**config.mk**
```make
export PLATFORM = sky130hd
export DESIGN_NAME = uart_transmitter
export DESIGN_NICKNAME = d
export VERILOG_FILES = /design/src/rtl/uart_pkg.sv /design/src/rtl/uart_tx_hold.sv /design/src/rtl/uart_transmitter.sv
export SDC_FILE = /design/constraint.sdc
export NUM_CORES = 1
export LEC_CHECK = 0
export CAP_MARGIN = 30
export CORE_MARGIN = 2
export CORE_UTILIZATION = 40
export CTS_CLUSTER_SIZE = 8
export DETAILED_ROUTE_END_ITERATION = 7
export PLACE_DENSITY_LB_ADDON = 0.08
export RECOVER_POWER = 100
export SETUP_SLACK_MARGIN = 0.4
export SYNTH_ARGS = -nofsm -noshare
export SYNTH_HDL_FRONTEND = slang
export SYNTH_SLANG_ARGS = --single-unit
```
**constraint.sdc**
```tcl
create_clock -name sys_clk -period 2.5 [get_ports sys_clk]
set_clock_uncertainty 0.05 [all_clocks]
set_input_delay 0.625 -clock sys_clk [delete_from_list [all_inputs] [get_ports sys_clk]]
set_output_delay 0.625 -clock sys_clk [all_outputs]
set_load 0.01 [all_outputs]
```
**src/rtl/uart_pkg.sv**
```systemverilog
// Shared UART definitions used by the transmitter and the receiver.
// Holds the frame state encodings and the default oversampling count.
package uart_pkg;

    typedef enum logic [2:0] {
        IDLE   = 3'd0,
        START  = 3'd1,
        DATA   = 3'd2,
        PARITY = 3'd3,
        STOP   = 3'd4
    } uart_state_t;

    // Ticks per bit minus one at 16x oversampling
    localparam int DEFAULT_SAMPLE_TIMES = 15;

endpackage

```
**src/rtl/uart_tx_hold.sv**
```systemverilog
// Transmit holding register with its tx_ready (holding empty) flag.
// A write is taken only while tx_ready is high; a load from the frame
// engine empties the register and wins over any write on the same edge.
module uart_tx_hold
    import uart_pkg::*;
(
    input  logic       sys_clk,
    input  logic       rst,
    input  logic [7:0] tx_data,
    input  logic       tx_wr,
    input  logic       load,
    output logic       tx_ready,
    output logic [7:0] hold_data
);

    // Capture accepted writes and free the register when the shifter takes it
    always_ff @(posedge sys_clk) begin
        if (rst) begin
            tx_ready  <= 1'b1;
            hold_data <= 8'h00;
        end else if (load) begin
            tx_ready  <= 1'b1;
        end else if (tx_wr && tx_ready) begin
            hold_data <= tx_data;
            tx_ready  <= 1'b0;
        end
    end

endmodule

```
**src/rtl/uart_transmitter.sv**
```systemverilog
// UART transmitter: start bit, 8 data bits LSB first, optional parity bit,
// STOP_BITS stop bits. Each bit lasts SAMPLE_TIMES+1 tx_clk_en ticks.
// Optional feature: define UART_TX_PARITY_EN to insert a parity bit
// (even or odd, chosen by PARITY_ODD) after data bit 7.
module uart_transmitter
    import uart_pkg::*;
#(
    parameter int SAMPLE_TIMES = DEFAULT_SAMPLE_TIMES,
    parameter int STOP_BITS    = 1,
    parameter int PARITY_ODD   = 0
) (
    input  logic       sys_clk,
    input  logic       rst,
    input  logic       tx_clk_en,
    input  logic [7:0] tx_data,
    input  logic       tx_wr,
    output logic       tx_ready,
    output logic       tx_busy,
    output logic       tx
);

    localparam logic [3:0] LAST_SAMPLE = 4'(SAMPLE_TIMES);
    localparam logic       LAST_STOP   = 1'(STOP_BITS - 1);

    uart_state_t state;
    logic [3:0]  sample_cnt;
    logic [2:0]  bit_idx;
    logic        stop_cnt;
    logic [7:0]  shift_reg;
    logic [7:0]  hold_data;
    logic        hold_full;
    logic        bit_end;
    logic        last_stop;
    logic        load;

`ifdef UART_TX_PARITY_EN
    logic        parity_bit;
`else
    logic        parity_cfg_unused;
    assign parity_cfg_unused = PARITY_ODD[0];
`endif

    assign hold_full = ~tx_ready;
    assign bit_end   = (sample_cnt == LAST_SAMPLE);
    assign last_stop = (stop_cnt == LAST_STOP);

    uart_tx_hold u_hold (
        .sys_clk   (sys_clk),
        .rst       (rst),
        .tx_data   (tx_data),
        .tx_wr     (tx_wr),
        .load      (load),
        .tx_ready  (tx_ready),
        .hold_data (hold_data)
    );

    // Hand the holding byte to the shifter when idle or at the end of the last stop bit
    always_comb begin
        load = 1'b0;
        if (tx_clk_en && hold_full) begin
            if (state == IDLE)
                load = 1'b1;
            else if (state == STOP && bit_end && last_stop)
                load = 1'b1;
        end
    end

    // Frame sequencer; advances only on baud ticks and registers the line and busy flag
    always_ff @(posedge sys_clk) begin
        if (rst) begin
            state      <= IDLE;
            sample_cnt <= 4'd0;
            bit_idx    <= 3'd0;
            stop_cnt   <= 1'b0;
            shift_reg  <= 8'h00;
            tx         <= 1'b1;
            tx_busy    <= 1'b0;
`ifdef UART_TX_PARITY_EN
            parity_bit <= 1'b0;
`endif
        end else if (tx_clk_en) begin
            case (state)
                IDLE: begin
                    sample_cnt <= 4'd0;
                    if (load) begin
                        state     <= START;
                        tx        <= 1'b0;
                        tx_busy   <= 1'b1;
                        shift_reg <= hold_data;
`ifdef UART_TX_PARITY_EN
                        parity_bit <= (^hold_data) ^ PARITY_ODD[0];
`endif
                    end
                end
                START: begin
                    if (bit_end) begin
                        sample_cnt <= 4'd0;
                        bit_idx    <= 3'd0;
                        state      <= DATA;
                        tx         <= shift_reg[0];
                    end else begin
                        sample_cnt <= sample_cnt + 4'd1;
                    end
                end
                DATA: begin
                    if (bit_end) begin
                        sample_cnt <= 4'd0;
                        if (bit_idx == 3'd7) begin
                            stop_cnt <= 1'b0;
`ifdef UART_TX_PARITY_EN
                            state    <= PARITY;
                            tx       <= parity_bit;
`else
                            state    <= STOP;
                            tx       <= 1'b1;
`endif
                        end else begin
                            bit_idx <= bit_idx + 3'd1;
                            tx      <= shift_reg[bit_idx + 3'd1];
                        end
                    end else begin
                        sample_cnt <= sample_cnt + 4'd1;
                    end
                end
`ifdef UART_TX_PARITY_EN
                PARITY: begin
                    if (bit_end) begin
                        sample_cnt <= 4'd0;
                        stop_cnt   <= 1'b0;
                        state      <= STOP;
                        tx         <= 1'b1;
                    end else begin
                        sample_cnt <= sample_cnt + 4'd1;
                    end
                end
`endif
                STOP: begin
                    if (bit_end) begin
                        sample_cnt <= 4'd0;
                        if (last_stop) begin
                            stop_cnt <= 1'b0;
                            if (load) begin
                                state     <= START;
                                tx        <= 1'b0;
                                shift_reg <= hold_data;
`ifdef UART_TX_PARITY_EN
                                parity_bit <= (^hold_data) ^ PARITY_ODD[0];
`endif
                            end else begin
                                state   <= IDLE;
                                tx      <= 1'b1;
                                tx_busy <= 1'b0;
                            end
                        end else begin
                            stop_cnt <= 1'b1;
                        end
                    end else begin
                        sample_cnt <= sample_cnt + 4'd1;
                    end
                end
                default: begin
                    state      <= IDLE;
                    sample_cnt <= 4'd0;
                    tx         <= 1'b1;
                    tx_busy    <= 1'b0;
                end
            endcase
        end
    end

endmodule

```
==> results of run 1 <==
[worst max-delay path, delay by kind of cell]
family	cells	cell delay (ps)
buf+inv	2	830
compound gates	1	440
simple gates	2	150
mux	1	230
[path summary, 6_finish.rpt]
| path | start | to | slack (ps) | depth (start not counted) |
|---|---|---|---|---|
| worst max-delay path | tx_clk_en | shift_reg[2] | 390 | 6 |
| worst max register to register | sample_cnt[0] | shift_reg[2] | 540 | 6 |
| worst min register to register | bit_idx[1] | bit_idx[1] | 410 | 2 |
| worst min-delay path | bit_idx[1] | bit_idx[1] | 410 | 2 |
[area by class of cell]
type                       instances  area (sq um)
timing repair buffer              19           178
fill                             343          1680
clock inverter                     1          30.0
sequential                        29           581
clock buffer                       7          55.1
multi-input combinational        111           701
inverter                           8          30.0
tap                               46          57.6
[kinds of logic after synthesis]
logic type      share of synthesized area [%]
xor+xnor                                0.642
buf+inv                                  5.87
flops                                    42.5
simple gates                             20.4
fa+ha+maj                                2.75
compound gates                           18.0
mux                                      9.90
[layout by cell type, fill, tap and decap left out, types with 2 or more instances in the layout]
cell type and instances:
a211oi_1 2, a21oi_1 18, a311oi_1 2, a31oi_1 5, buf_4 5, clkbuf_4 5, clkdlybuf4s50_1 9, dfxtp_1 29
dlygate4sd3_1 5, ha_1 3, inv_1 8, mux2i_1 9, mux4_2 2, nand2_1 15, nand3_1 12, nand4_1 4
nor2_1 13, nor3_1 2, o21a_1 2, o21ai_0 4, or3_1 3
[power by group]
part | internal [mW] | switching [mW] | total (mW) | leakage, nW
Combinational | 0.0456 | 0.0493 | 0.0948 | 0.306
Clock | 0.239 | 0.162 | 0.401 | 0.0455
Sequential | 0.477 | 0.00915 | 0.486 | 0.236
Total | 0.761 | 0.221 | 0.982 | 0.587
[per-stage QoR]
step / hold slack [ps] / cell area (sq um) / util, % / instances
2_1_floorplan: 386 / 1370 / - / 157
3_3_place_gp: 394 / 1560 / 47.0 / 213
3_5_place_dp: 404 / 1560 / 47.0 / 213
4_1_cts: 417 / 1640 / 49.6 / 221
5_1_grt: 437 / 1630 / 49.3 / 221
6_report: 411 / 1630 / 49.3 / 221
[metal layers]
metal / share of wire (%) / wire (um)
met5: 0 / 0
met4: 1.6 / 49
met3: 4.2 / 126
met2: 48 / 1430
met1: 46 / 1390
==> flow_summary_export.csv, run 1 <==
group,metric,value,unit
timing,finalMaxSlewViolations,0,
grt,grt_pass1_wl,5350,um
clock_network,cts_tree,"done",
worst_hold_path,hold_class,"register to register",
synth,yosysUniqueCellTypes,37,
cells_and_area,fin_nets,189,
floorplanning,core_area,3310,sq um
critical_path,max_stage_delay,550,ps
synth,syn_avg_cell_area,8.69,sq um
timing,finalHoldViolCount,0,
floorplanning,die_y,62.4,um
clock_network,cts-root-buf,"clkbuf_4",
critical_path,cpMaxStageDelayCell,"dlygate4sd3_1",
synth,synth.top_cell.area_share,42.5,%
cells_and_area,n_antenna_cell,0,
power,powerDensity,602,nW/um^2
synth,postSynthNetCount,172,
timing,fin_crit_sh,84.2,%
timing,fmax,475,MHz
power,ir_drop,328,uV
synth,ys_top_cells_by_area,"dfxtp_1 43%, mux2i_1 6.6%, a21oi_1 6.2%",
grt,grt_max_degree,17,
power,power,982,uW
cells_and_area,syn_to_final_growth,19.5,%
grt,grt_pass1_vias,1229,
clock_network,post_cts_buffers,0,
synth,ys.flop_type,"dfxtp_1",
clock_network,hold_buffers,0,
power,p_leak,0.587,nW
status,status,"completed",
clock_network,cts_resized,0,
grt,gr-total-overflow,0,
floorplanning,die_w,62.4,um
synth,async_flop_share,0,%
synth,synthCells,157,
clock_network,cts_buffers,5,
timing,setup_viol,0,
timing,worst_slew_pin_slew,484,ps
floorplanning,rows,21,
clock_network,cts.clk_slew.worst_paths,90,ps
clock_network,htree_levels,2,
routing,num_vias,1187,
critical_path,crit_fanout,9,
synth,synth_top_cell_by_area,"dfxtp_1",
routing,viasPerCell,5.37,
clock_network,clk_path_buf_depth,2,
place,place_congestion,0.765,
critical_path,path_cells,"dlygate4sd3_1, nand2b_1, a2111oi_0, buf_4, mux2i_1, nor2_1",
place,pre_cts_ws,230,ps
synth,yosys-top-cells-count,"29 x dfxtp_1, 17 x a21oi_1, 15 x nand2_1",
clock_network,insertion_delay,330,ps
grt,grt_use_total,17.3,%
routing,remaining_drc_errors,0,
clock_network,cts_num_sinks,29,
timing,tns,0,ps
routing,wl,3000,um
grt,top_usage_layer,"met2",
grt,use_met2,29.0,%
grt,antenna_found_initial,0,
timing,slew-limit-headroom,67.7,%
floorplanning,die-area,3900,sq um
synth,synth.ff_latch_count,29,
critical_path,worstPathRequired,2670,ps
critical_path,critPathKind,"primary input to register",
cells_and_area,drive_above_1_share,10.3,%
place,io_buffers,14,
synth,synth_warnings,0,
routing,ant_nets,0,
job,drv_cap,0,
floorplanning,io_pins,15,
synth,synth.most_common_cell,"dfxtp_1",
routing,first_iter_violations,73,
timing,setup_ws,394,ps
synth,synth_edf_count,0,
critical_path,cp-end-kind,"register",
grt,gr-usage-met3,5.77,%
synth,yosysSeqAreaShare,42.5,%
timing,min_period,2110,ps
timing,rsz0062_at_grt,"no",
critical_path,cp.arrival,2280,ps
place,post-dp-hpwl,2160,um
critical_path,crit_path_start_kind,"primary input",
grt,use_met1,20.5,%
synth,synthesis.area,1370,sq um
floorplanning,initial_core_util,41.2,%
routing,wl_per_cell,13.6,um
routing,first_pass_iters,4,
Note: power is estimated with default switching activity, not from simulation.
==> inputs of run 2 (changes only) <==
clock period = 1.81 ns   (was 2.5 ns; I/O delays follow)
==> run 2 against run 1 <==
Via count up 7.3%; cell area grew 15%; largest cell class unchanged; clock power increased by 38%; count of clock-buffer cells in the layout unchanged; power rose by 41%; worst setup slack lost 240 ps; first-iteration DRC count grew 79%; routed wire length grew 9.1%; largest power group unchanged; sequential power up 39%.
==> flow_summary_export.csv, run 2 (synthesis results as in run 1) <==
group,metric,value,unit
critical_path,worstPathRequired,2020,ps
power,powerDensity,736,nW/um^2
place,placedCellCount,221,
cells_and_area,fillers,323,
cells_and_area,final_util,56.7,%
cells_and_area,mostFrequentLayoutCell,"dfxtp_1",
clock_network,cts.clk_slew.worst_paths,100,ps
floorplanning,initial_core_util,41.2,%
floorplanning,die_y,62.4,um
critical_path,cp-end-kind,"register",
routing,wl_per_cell,13.7,um
routing,remaining_drc_errors,0,
timing,worst_slew_pin_slew,367,ps
clock_network,clk_path_buf_depth,2,
routing,first_iter_violations,131,
grt,grt_pass1_vias,1227,
cells_and_area,fin_cells,239,
grt,grt_use_total,17.9,%
timing,finalMaxSlewViolations,0,
timing,rsz0062_at_grt,"yes",
timing,finalHoldViolCount,0,
clock_network,htree_levels,2,
timing,slew-limit-headroom,75.5,%
clock_network,hold_buffers,0,
place,post-dp-hpwl,2240,um
worst_hold_path,hold_class,"register to register",
grt,gr-total-overflow,0,
cells_and_area,layout_common_cells,"25 x dfxtp_1, 20 x buf_4, 16 x a21oi_1",
routing,wl,3270,um
timing,setup_ws,153,ps
critical_path,reg2reg_slack,150,ps
cells_and_area,drive_above_1_share,28.5,%
timing,fmax,604,MHz
timing,setup_viol,0,
clock_network,cts-root-buf,"clkbuf_4",
clock_network,cts_tree,"done",
critical_path,critPathKind,"register to register",
cells_and_area,fin_nets,207,
routing,first_pass_iters,4,
floorplanning,io_pins,15,
clock_network,insertion_delay,330,ps
timing,fin_crit_sh,91.5,%
timing,min_period,1660,ps
place,place_congestion,0.799,
cells_and_area,syn_to_final_growth,37.5,%
cells_and_area,n_antenna_cell,0,
floorplanning,die_w,62.4,um
floorplanning,core_area,3310,sq um
status,status,"completed",
routing,ant_nets,0,
floorplanning,die-area,3900,sq um
grt,grt_pass1_wl,5500,um
critical_path,crit_path_start_kind,"register",
clock_network,cts_num_sinks,29,
power,ir_drop,386,uV
critical_path,cp.arrival,1870,ps
grt,grt_max_degree,19,
job,drv_cap,0,
floorplanning,rows,21,
routing,num_vias,1274,
power,p_leak,0.689,nW
place,io_buffers,14,
critical_path,crit_fanout,6,
grt,antenna_found_initial,0,
clock_network,cts_buffers,5,
place,pre_cts_ws,-264,ps
routing,viasPerCell,5.33,
run 2: changes by cell type in the layout (fill, tap and decap cells not counted), moves of 3 or more:
cell and delta:
buf_4 +15, dfxtp_1 -4, dfxtp_2 +3, dlygate4sd3_1 -4, ha_1 -3, ha_4 +3
run 2: per-layer routing:
layer	share of wire, %	global-route usage, %	vias up
met3	5.0	5.59	6
met1	42	20.0	595
met4	1.6	5.83	0
met2	52	32.1	42
met5	0	0	-
li1	-	-	631
run 2: cell type report:
| class | instances | area [sq um] | share of cell area (%) |
|---|---|---|---|
| Sequential cell | 29 | 588 | 31.3 |
| Clock buffer | 7 | 55.1 | 2.93 |
| Timing Repair Buffer | 37 | 304 | 16.2 |
| Multi-Input combinational cell | 111 | 810 | 43.1 |
| Clock inverter | 1 | 30.0 | 1.60 |
| Inverter | 8 | 32.5 | 1.73 |
| Tap cell | 46 | 57.6 | 3.07 |
run 2: per-stage QoR:
stage               area, sq um  total power [mW]  setup TNS [ps]  hold WS, ps
floorplan                  1450             0.767               0          386
global placement           1690             0.832           -2710          403
detailed placement         1690             0.837           -3010          414
CTS                        1900              1.40               0          426
global route               1880              1.44               0          452
finish                     1880              1.38               0          423
run 2: timing repair:
item / in CTS / in global routing
setup buffers: 9 / 0
pin swaps: 5 / 2
hold endpoints to repair: 0 / 0
setup endpoints to repair: 24 / 23
cloned: 1 / 0
gates resized for setup: 24 / 10
run 2: report_power, final:
group / switching (mW) / internal, mW / total (mW)
logic: 0.0731 / 0.0791 / 0.152
registers: 0.0167 / 0.657 / 0.674
clock network: 0.225 / 0.330 / 0.555
run 2: worst paths after layout:
kind,start,cells past startpoint,end
worst max-delay path,sample_cnt[0],5,sample_cnt[0]
worst min-delay path,u_hold.hold_data[3],2,u_hold.hold_data[3]
worst max register to register,sample_cnt[0],5,sample_cnt[0]
worst min register to register,u_hold.hold_data[3],2,u_hold.hold_data[3]
run 2: critical path, cell delays in order, from the launching register on:
cell and delay, ps:
dfxtp_4 370, ha_4 170, and3_4 200, a211o_1 340
or3_4 360, a21oi_2 110
==> inputs of run 3 (changes only) <==
CORE_MARGIN = 8   (was 2)
CORE_UTILIZATION = 39   (was 40)
REMOVE_ABC_BUFFERS = 1   (was default)
==> run 3 against run 2 <==
Power up 1.8%; core utilization up 1.2 points; critical endpoint is now bit_idx[1]; hold slack worse by 5.8 ps; routed wire length is 11% higher.
==> flow_summary_export.csv, run 3 (synthesis results as in run 1) <==
group,metric,value,unit
routing,first_pass_iters,4,
routing,viasPerCell,5.39,
cells_and_area,mostFrequentLayoutCell,"dfxtp_1",
timing,rsz0062_at_grt,"yes",
floorplanning,die_w,75.2,um
worst_hold_path,hold_start,"u_hold.hold_data[4]",
timing,setup_ws,147,ps
cells_and_area,layout_common_cells,"24 x dfxtp_1, 22 x buf_4, 15 x nand2_1",
critical_path,cpMaxStageDelayCell,"dfxtp_2",
critical_path,critPathKind,"register to register",
timing,min_period,1660,ps
timing,setup_viol,0,
clock_network,cts_buffers,5,
clock_network,insertion_delay,330,ps
grt,grt_max_degree,19,
power,p_leak,0.699,nW
power,p_int,1.07,mW
clock_network,cts_tree,"done",
clock_network,htree_levels,2,
timing,fmax,601,MHz
clock_network,hold_buffers,0,
critical_path,path_cells,"ha_4, ha_4, nor3b_4, o2111ai_1, or3_1, a21oi_1",
critical_path,max_stage_delay,350,ps
clock_network,cts-root-buf,"clkbuf_4",
place,post-dp-hpwl,2390,um
power,ir_drop,389,uV
floorplanning,rows,21,
power,seqPwrFrac,47.8,%
routing,num_vias,1310,
place,place_congestion,0.798,
critical_path,cp.arrival,1880,ps
critical_path,timing.rr.end,"bit_idx[1]",
grt,antenna_found_initial,0,
timing,finalMaxSlewViolations,0,
floorplanning,die-area,5650,sq um
worst_hold_path,min_path_cells,2,
clock_network,cts.clk_slew.worst_paths,100,ps
critical_path,reg2reg_slack,150,ps
cells_and_area,fillers,343,
timing,slew-limit-headroom,72.5,%
routing,remaining_drc_errors,0,
worst_hold_path,hold_end,"u_hold.hold_data[4]",
timing,holdWs,417,ps
critical_path,crit_path_start_kind,"register",
place,io_buffers,14,
cells_and_area,drive_above_1_share,32.5,%
timing,worst_slew_pin_slew,410,ps
grt,grt_pass1_vias,1331,
cells_and_area,syn_to_final_growth,42.6,%
cells_and_area,n_antenna_cell,0,
routing,ant_nets,0,
floorplanning,core_area,3360,sq um
power,switchingPower,336,uW
routing,first_iter_violations,72,
clock_network,cts_num_sinks,29,
floorplanning,initial_core_util,40.6,%
grt,gr-total-overflow,0,
job,drv_cap,0,
critical_path,path_common_cell,"ha_4",
critical_path,rr_startpoint,"bit_idx[0]",
clock_network,clk_path_buf_depth,2,
place,pre_cts_ws,-234,ps
routing,wl_per_cell,15.0,um
power,pwr-share-clk,40.4,%
grt,grt_use_total,13.9,%
power,combPwrFrac,11.7,%
floorplanning,io_pins,15,
worst_hold_path,hold_class,"register to register",
critical_path,rr_worst_depth,6,
critical_path,worstPathRequired,2030,ps
floorplanning,die_y,75.2,um
grt,grt_pass1_wl,5950,um
critical_path,crit_fanout,4,
routing,wl,3640,um
timing,finalHoldViolCount,0,
status,status,"completed",
timing,fin_crit_sh,91.9,%
cells_and_area,final_util,57.9,%
power,switching_share,23.9,%
power,powerDensity,722,nW/um^2
cells_and_area,fin_nets,211,
critical_path,cp-end-kind,"register",
==> run 3: how the worst max path moves through the flow <==
stage | slack, ps | start | to | cells after the start
global route | 80 | state[0] | sample_cnt[0] | 4
detailed placement | -230 | tx_clk_en | shift_reg[6] | 6
finish | 150 | bit_idx[0] | bit_idx[1] | 6
floorplan | -1470 | sample_cnt[0] | shift_reg[0] | 5
global placement | -220 | tx_clk_en | shift_reg[6] | 6
CTS | 190 | bit_idx[0] | bit_idx[1] | 6
==> run 3: timing repair <==
action,4_1_cts,5_1_grt
cloned,1,0
gates resized for setup,36,25
setup buffers,6,3
pin swaps,8,6
endpoints found under the setup margin,21,24
==> run 3: cell type report <==
| cell class | instances | area [sq um] | area share [%] |
|---|---|---|---|
| multi-input combinational | 111 | 850 | 43.6 |
| sequential | 29 | 592 | 30.4 |
| timing repair buffer | 41 | 333 | 17.1 |
| tap | 46 | 57.6 | 2.96 |
| clock buffer | 7 | 55.1 | 2.83 |
| clock inverter | 1 | 30.0 | 1.54 |
| inverter | 8 | 30.0 | 1.54 |
==> run 3: per-layer routing <==
layer	part of all wire (%)	track usage (%)	wire (um)	vias to the layer above
li1	-	-	-	648
met1	45	14.8	1630	618
met2	48	23.4	1760	34
met3	4.5	5.19	163	10
met4	2.1	6.82	78	0
met5	0	0	0	-
==> run 3: critical path, delay by kind of cell (launching register included) <==
family,cells,cell delay (ps)
adders and majority gates,2,340
and+or+nand+nor,2,510
AOI/OAI and AO/OA,2,360
DFF,1,350
==> run 3: per-stage QoR <==
step | total power [mW] | instance area [sq um] | cells | setup TNS (ps)
6_report | 1.41 | 1950 | 243 | 0
3_5_place_dp | 0.836 | 1650 | 225 | -2560
3_3_place_gp | 0.833 | 1650 | 225 | -2510
5_1_grt | 1.47 | 1950 | 243 | 0
2_1_floorplan | 0.745 | 1320 | 148 | -14510
4_1_cts | 1.41 | 1900 | 240 | 0
==> run 3: power groups by stage <==
| stage | Combinational (mW) | Clock, mW | Sequential, mW |
|---|---|---|---|
| final | 0.165 | 0.568 | 0.672 |
| after global routing | 0.178 | 0.611 | 0.676 |
| after CTS | 0.155 | 0.582 | 0.676 |
| after detailed placement | 0.147 | 0 | 0.689 |
| after global placement | 0.144 | 0 | 0.689 |
| after floorplan | 0.0562 | 0 | 0.689 |
==> RTL change 1 (settings of run 2) <==
Build with the macro `UART_TX_PARITY_EN` defined.
--- a/src/rtl/uart_transmitter.sv
+++ b/src/rtl/uart_transmitter.sv
@@ -2,6 +2,8 @@
 // STOP_BITS stop bits. Each bit lasts SAMPLE_TIMES+1 tx_clk_en ticks.
 // Optional feature: define UART_TX_PARITY_EN to insert a parity bit
 // (even or odd, chosen by PARITY_ODD) after data bit 7.
+`define UART_TX_PARITY_EN
+
 module uart_transmitter
     import uart_pkg::*;
 #(
Behaviour: no difference found for any inputs over 10 cycles, from zero or initial values and one cycle with rst high; that may be too few to reach the edited logic, so the function may still have changed.
==> RTL change 1 against run 2 <==
- the run now ends with negative setup slack left
- area after synthesis increased by 10%
- highest routed layer unchanged
- routed wire length increased by 6.6%
- clock power decreased by 13%
- sequential cell count increased by 1
- worst setup slack got worse by 280 ps
- die area increased by 9.6%
- total power increased by 1.7%
- critical path type unchanged
- via count increased by 4.0%
- largest cell class unchanged
- worst hold slack improved by 16 ps
- final area increased by 6.8%
- non-clock buffer count decreased by 2
==> RTL change 1: results (changes against run 2) <==
Run status
  • Status: complete, but fails checks (was completed)
  • Failing checks: negative setup slack

Yosys
  • Mapped Nets: 187 (was 172)
  • Yosys cell types: 40 (was 37)
  • Most frequent cells after synthesis: dfxtp_1, a21oi_1, nand2_1, nand3_1, nor2_1 (was dfxtp_1, a21oi_1, nand2_1, nor2_1, nand3_1)
  • Seq/Total Area, Yosys: 0.399 (was 0.425)

Final layout
  • Register area: 612 µm² (was 588 µm²)
  • Sequential cell count: 30 (was 29)
  • Invs w/o clock: 5 (was 8)
  • Share of layout cells above drive strength 1: 0.260 (was 0.285)
  • Multi-input logic cell count: 127 (was 111)
  • Final #Nets: 219 (was 207)
  • Fraction of area in multi-input gates: 0.466 (was 0.431)
  • Fillers: 361 (was 323)
  • Non-clk bufs: 35 (was 37)

Pwr
  • Cell Int Power: 1060 µW (was 1070 µW)
  • Maximum vdd drop: 461 µV (was 386 µV)
  • Total power: 1400 µW (was 1380 µW)
  • Leakage power: 0.000698 µW (was 0.000689 µW)
  • Clock-net power: 481 µW (was 555 µW)

STA
  • Setup ws final: -123 ps (was 153 ps)
  • Final setup viols: 1 (was 0)
  • Worst Tran Pin Value: 302 ps (was 367 ps)

Global route
  • First-pass GRT wire length: 5980 µm (was 5500 µm)
  • Gr usage total: 0.180 (was 0.179)
  • Largest net degree at the start of global routing: 30 (was 19)

Route
  • Vias per cell: 5.26 (was 5.33)
  • Starting DRT DRC Count: 43 (was 131)
  • DRT Wirelength: 3490 µm (was 3270 µm)

Critical path
  • Highest-delay cell along the critical path: mux4_2 (was dfxtp_4)
  • Required time of the critical path: 1900 ps (was 2020 ps)
  • Worst Path Max Fanout: 3 (was 6)
  • CP Launch Point: bit_idx[1]$_SDFFE_PP0P_ (was sample_cnt[0]$_SDFFE_PP0P_)

Place
  • DP HPWL: 2330 µm (was 2240 µm)
  • Gpl congestion: 0.840 (was 0.799)

Min path
  • Worst hold start: sample_cnt[1]$_SDFFE_PP0P_ (was u_hold.hold_data[3]$_SDFFE_PP0P_)

Clocking
  • Clk slew on worst S/H paths: 60 ps (was 100 ps)
==> RTL change 1: cell count changes in the layout (fill, tap and decap cells not counted), moves of 3 or more <==
cell / change
clkbuf_4: -6
clkbuf_1: +5
buf_4: -10
xnor2_1: +7
clkbuf_8: +4
nand2_1: +4
dfxtp_2: +3
buf_6: +3
==> RTL change 1: per-layer routing <==
layer,vias to the layer above,track usage,wire length (µm),part of all wire
met3,4,0.0531,146,0.042
met1,610,0.237,1650,0.47
li1,677,-,-,-
met4,0,0.0391,27,0.0077
met5,-,0,0,0
met2,34,0.293,1660,0.48
==> RTL change 1: metrics by stage <==
step	setup TNS [ps]	worst slack, ps	area [µm²]	std cells	hold WS, ps
finish	-123	-123	2000	252	439
global route	-184	-155	2000	252	451
CTS	-77.8	-77.8	2010	248	439
detailed placement	-4170	-356	1810	237	423
global placement	-3720	-309	1810	237	419
floorplan	0	17.1	1560	172	405
==> RTL change 1: kinds of logic (layout without fill, tap and decap cells) <==
family	count (synthesis)	after routing	share of synthesized area
simple gates	68	68	0.246
compound gates	39	39	0.154
flops	30	30	0.399
buf+inv	15	47	0.0524
mux	10	10	0.0831
xor+xnor	7	7	0.0407
fa+ha+maj	3	3	0.0249
==> RTL change 1: final timing paths <==
path,end,slack (ps)
max reg2reg,tx$_SDFFE_PP1P_,-120
min reg2reg,sample_cnt[1]$_SDFFE_PP0P_,440
min,sample_cnt[1]$_SDFFE_PP0P_,440
max,tx$_SDFFE_PP1P_,-120
==> RTL change 1: repair_timing <==
| action | in CTS | in global routing |
|---|---|---|
| pin swaps | 9 | 9 |
| gates cloned | 1 | 0 |
| gates resized for setup | 26 | 19 |
| endpoints found under the setup margin | 24 | 23 |
| buffers inserted | 3 | 4 |
==> RTL change 2 (flow settings as in run 2) <==
Made on the original files. The 5 states of `uart_state_t` get a one-hot encoding in 5 bits.
--- a/src/rtl/uart_pkg.sv
+++ b/src/rtl/uart_pkg.sv
@@ -2,12 +2,12 @@
 // Holds the frame state encodings and the default oversampling count.
 package uart_pkg;
 
-    typedef enum logic [2:0] {
-        IDLE   = 3'd0,
-        START  = 3'd1,
-        DATA   = 3'd2,
-        PARITY = 3'd3,
-        STOP   = 3'd4
+    typedef enum logic [4:0] {
+        IDLE   = 5'b00001,
+        START  = 5'b00010,
+        DATA   = 5'b00100,
+        PARITY = 5'b01000,
+        STOP   = 5'b10000
     } uart_state_t;
 
     // Ticks per bit minus one at 16x oversampling
Formal check against the unedited RTL: same outputs for any inputs over 10 cycles, from zero or initial values and one cycle with rst high; not proved beyond that.
==> RTL change 2 against run 2 <==
- cell count up 5.9%
- sequential cell count up 1
- highest routed layer unchanged
- final area up 14%
- area after synthesis up 9.1%
- global-route usage up 1.5 points
- worst setup slack worse by 39 ps
- worst hold slack worse by 14 ps
- sequential share of layout area down 2.4 points
- critical endpoint is now tx$_SDFFE_PP1P_
- routed wire length up 13%
Power is not compared: it rests on default switching activity, and its combinational part moved more than twofold at a synthesized area within 25%.
==> RTL change 2: results (changes against run 2) <==
Yosys
  • Mean Syn Cell Area: 8.97 µm² (was 8.69 µm²)
  • Mapped Nets: 181 (was 172)
  • Most frequent cells after synthesis: dfxtp_1, nor2_1, nand2_1, a21oi_1, nand3_1 (was dfxtp_1, a21oi_1, nand2_1, nor2_1, nand3_1)
  • Seq/Total Area, Yosys: 0.403 (was 0.425)
  • Yosys warnings: 0 (unchanged)
  • FFs w/ async S/R, synth: 0 (unchanged)
  • Synth top area cells: dfxtp_1, mux2i_1, a21oi_1 (unchanged)
  • Yosys cell types: 43 (was 37)

Critical path
  • Worst Path Max Fanout: 3 (was 6)
  • End of the worst register-to-register path: tx$_SDFFE_PP1P_ (was sample_cnt[0]$_SDFFE_PP0P_)
  • Largest stage delay, worst path: 500 ps (was 370 ps)
  • Highest-delay cell along the critical path: mux4_2 (was dfxtp_4)
  • Reg-to-reg startpoint: bit_idx[1]$_SDFFE_PP0P_ (was sample_cnt[0]$_SDFFE_PP0P_)
  • R2R Setup Slk: 110 ps (was 150 ps)
  • CP arrival: 1810 ps (was 1870 ps)

Route
  • Starting DRT DRC Count: 48 (was 131)
  • Wire length per cell: 14.6 µm (was 13.7 µm)
  • DRT Wirelength: 3690 µm (was 3270 µm)
  • Router iterations before antenna repair: 4 (unchanged)
  • Via count: 1,332 (was 1,274)

Global route
  • Vias in the first global route: 1,363 (was 1,227)
  • Gr usage total: 0.194 (was 0.179)
  • Largest net degree at the start of global routing: 30 (was 19)
  • First-pass GRT wire length: 6110 µm (was 5500 µm)
  • Total gr overflow: 0 (unchanged)
  • Initial antenna violation count: 0 (unchanged)

Final layout
  • Fillers: 324 (was 323)
  • Final #Nets: 220 (was 207)
  • # diodes: 0 (unchanged)
  • Share of layout cells above drive strength 1: 0.361 (was 0.285)

Clocking
  • Clk slew on worst S/H paths: 60 ps (was 100 ps)
  • Worst skew pair latency: 280 ps (was 330 ps)
  • H-Tree Depth: 2 (unchanged)
  • CTS Buf Count: 5 (unchanged)
  • CTS Buffer Depth: 2 (unchanged)
  • Clock root buffer master: clkbuf_8 (was clkbuf_4)

Pwr
  • Maximum vdd drop: 522 µV
  • Leakage power: 0.000758 µW

Min path
  • Worst hold start: u_hold.hold_data[2]$_SDFFE_PP0P_ (was u_hold.hold_data[3]$_SDFFE_PP0P_)
  • Hold Crit Class: flip-flop to flip-flop (unchanged)
  • Cells on Worst Hold Path: 2 (unchanged)
  • WHS Endpoint: u_hold.hold_data[2]$_SDFFE_PP0P_ (was u_hold.hold_data[3]$_SDFFE_PP0P_)

Place
  • DP HPWL: 2400 µm (was 2240 µm)
  • I/O Buffers: 14 (unchanged)
  • Gpl congestion: 0.813 (was 0.799)
  • Placed Cells: 233 (was 221)

STA
  • Worst rel slew slack: 0.780 (was 0.755)

Run status
  • Status: completed (unchanged)
[RTL change 2: cell types whose count changed after synthesis, moves of 3 or more]
cell      delta
nand4_1      -3
inv_1        -5
a31oi_1      -3
or3_1        -3
nand2_1      +4
clkbuf_8     +3
nor2_1       +7
[RTL change 2: stage by stage]
| step | worst slack, ps | hold WS, ps | area (µm²) |
|---|---|---|---|
| finish | 114 | 409 | 2130 |
| global route | 53.1 | 441 | 2130 |
| CTS | 98.8 | 410 | 2090 |
| detailed placement | -307 | 401 | 1800 |
| global placement | -267 | 397 | 1800 |
| floorplan | 153 | 383 | 1550 |
[RTL change 2: timing repair]
item | CTS | global route
resized for setup | 37 | 23
hold buffers | 0 | 0
setup endpoints to repair | 25 | 24
pin swaps | 17 | 14
buffers inserted | 11 | 1
cloned | 1 | 0
[RTL change 2: logic make-up (layout without fill, tap and decap cells)]
kind of cell	Yosys count	after routing	synth area share
AO/OA/AOI/OAI	37	37	0.163
AND/OR/NAND/NOR	67	67	0.224
adder cells (fa/ha/maj)	3	3	0.0252
buffers and inverters	14	53	0.0672
XOR/XNOR	2	2	0.0118
multiplexers	13	13	0.105
flip-flops	30	30	0.403
[RTL change 2: layout make-up]
type / instances / share of cell area
clock buffers: 5 / 0.0323
multi-input cells: 122 / 0.453
well taps: 48 / 0.0282
flip-flops and latches: 30 / 0.289
inverters: 3 / 0.00528
clock inverters: 2 / 0.00705
repair buffers: 43 / 0.186
[RTL change 2: power by group]
group          total, µW  leakage [µW]  switching (µW)  internal, µW
Sequential           725      0.000248            27.7           698
Clock                514     0.0000362             253           262
Combinational        487      0.000474             235           252
Total               1730      0.000758             515          1210
[RTL change 2: how the worst max path moves through the flow]
stage | from | endpoint | slack, ps
detailed placement | tx_clk_en | shift_reg[6]$_SDFFE_PP0P_ | -310
global placement | tx_clk_en | shift_reg[2]$_SDFFE_PP0P_ | -270
floorplan | bit_idx[0]$_SDFFE_PP0P_ | tx$_SDFFE_PP1P_ | 150
finish | bit_idx[1]$_SDFFE_PP0P_ | tx$_SDFFE_PP1P_ | 110
global route | bit_idx[1]$_SDFFE_PP0P_ | tx$_SDFFE_PP1P_ | 50
CTS | bit_idx[1]$_SDFFE_PP0P_ | tx$_SDFFE_PP1P_ | 100
[RTL change 2: worst max-delay path, delay by kind of cell (launching register included)]
kind / cells / cell delay (ps)
simple gates: 1 / 60
compound gates: 1 / 60
flops: 1 / 340
mux: 2 / 780
fa+ha+maj: 1 / 290
[RTL change 2: layer usage]
metal,global-route usage,wire (µm)
met4,0.0833,80
met1,0.207,1620
met5,0,0
met3,0.0590,131
met2,0.352,1860
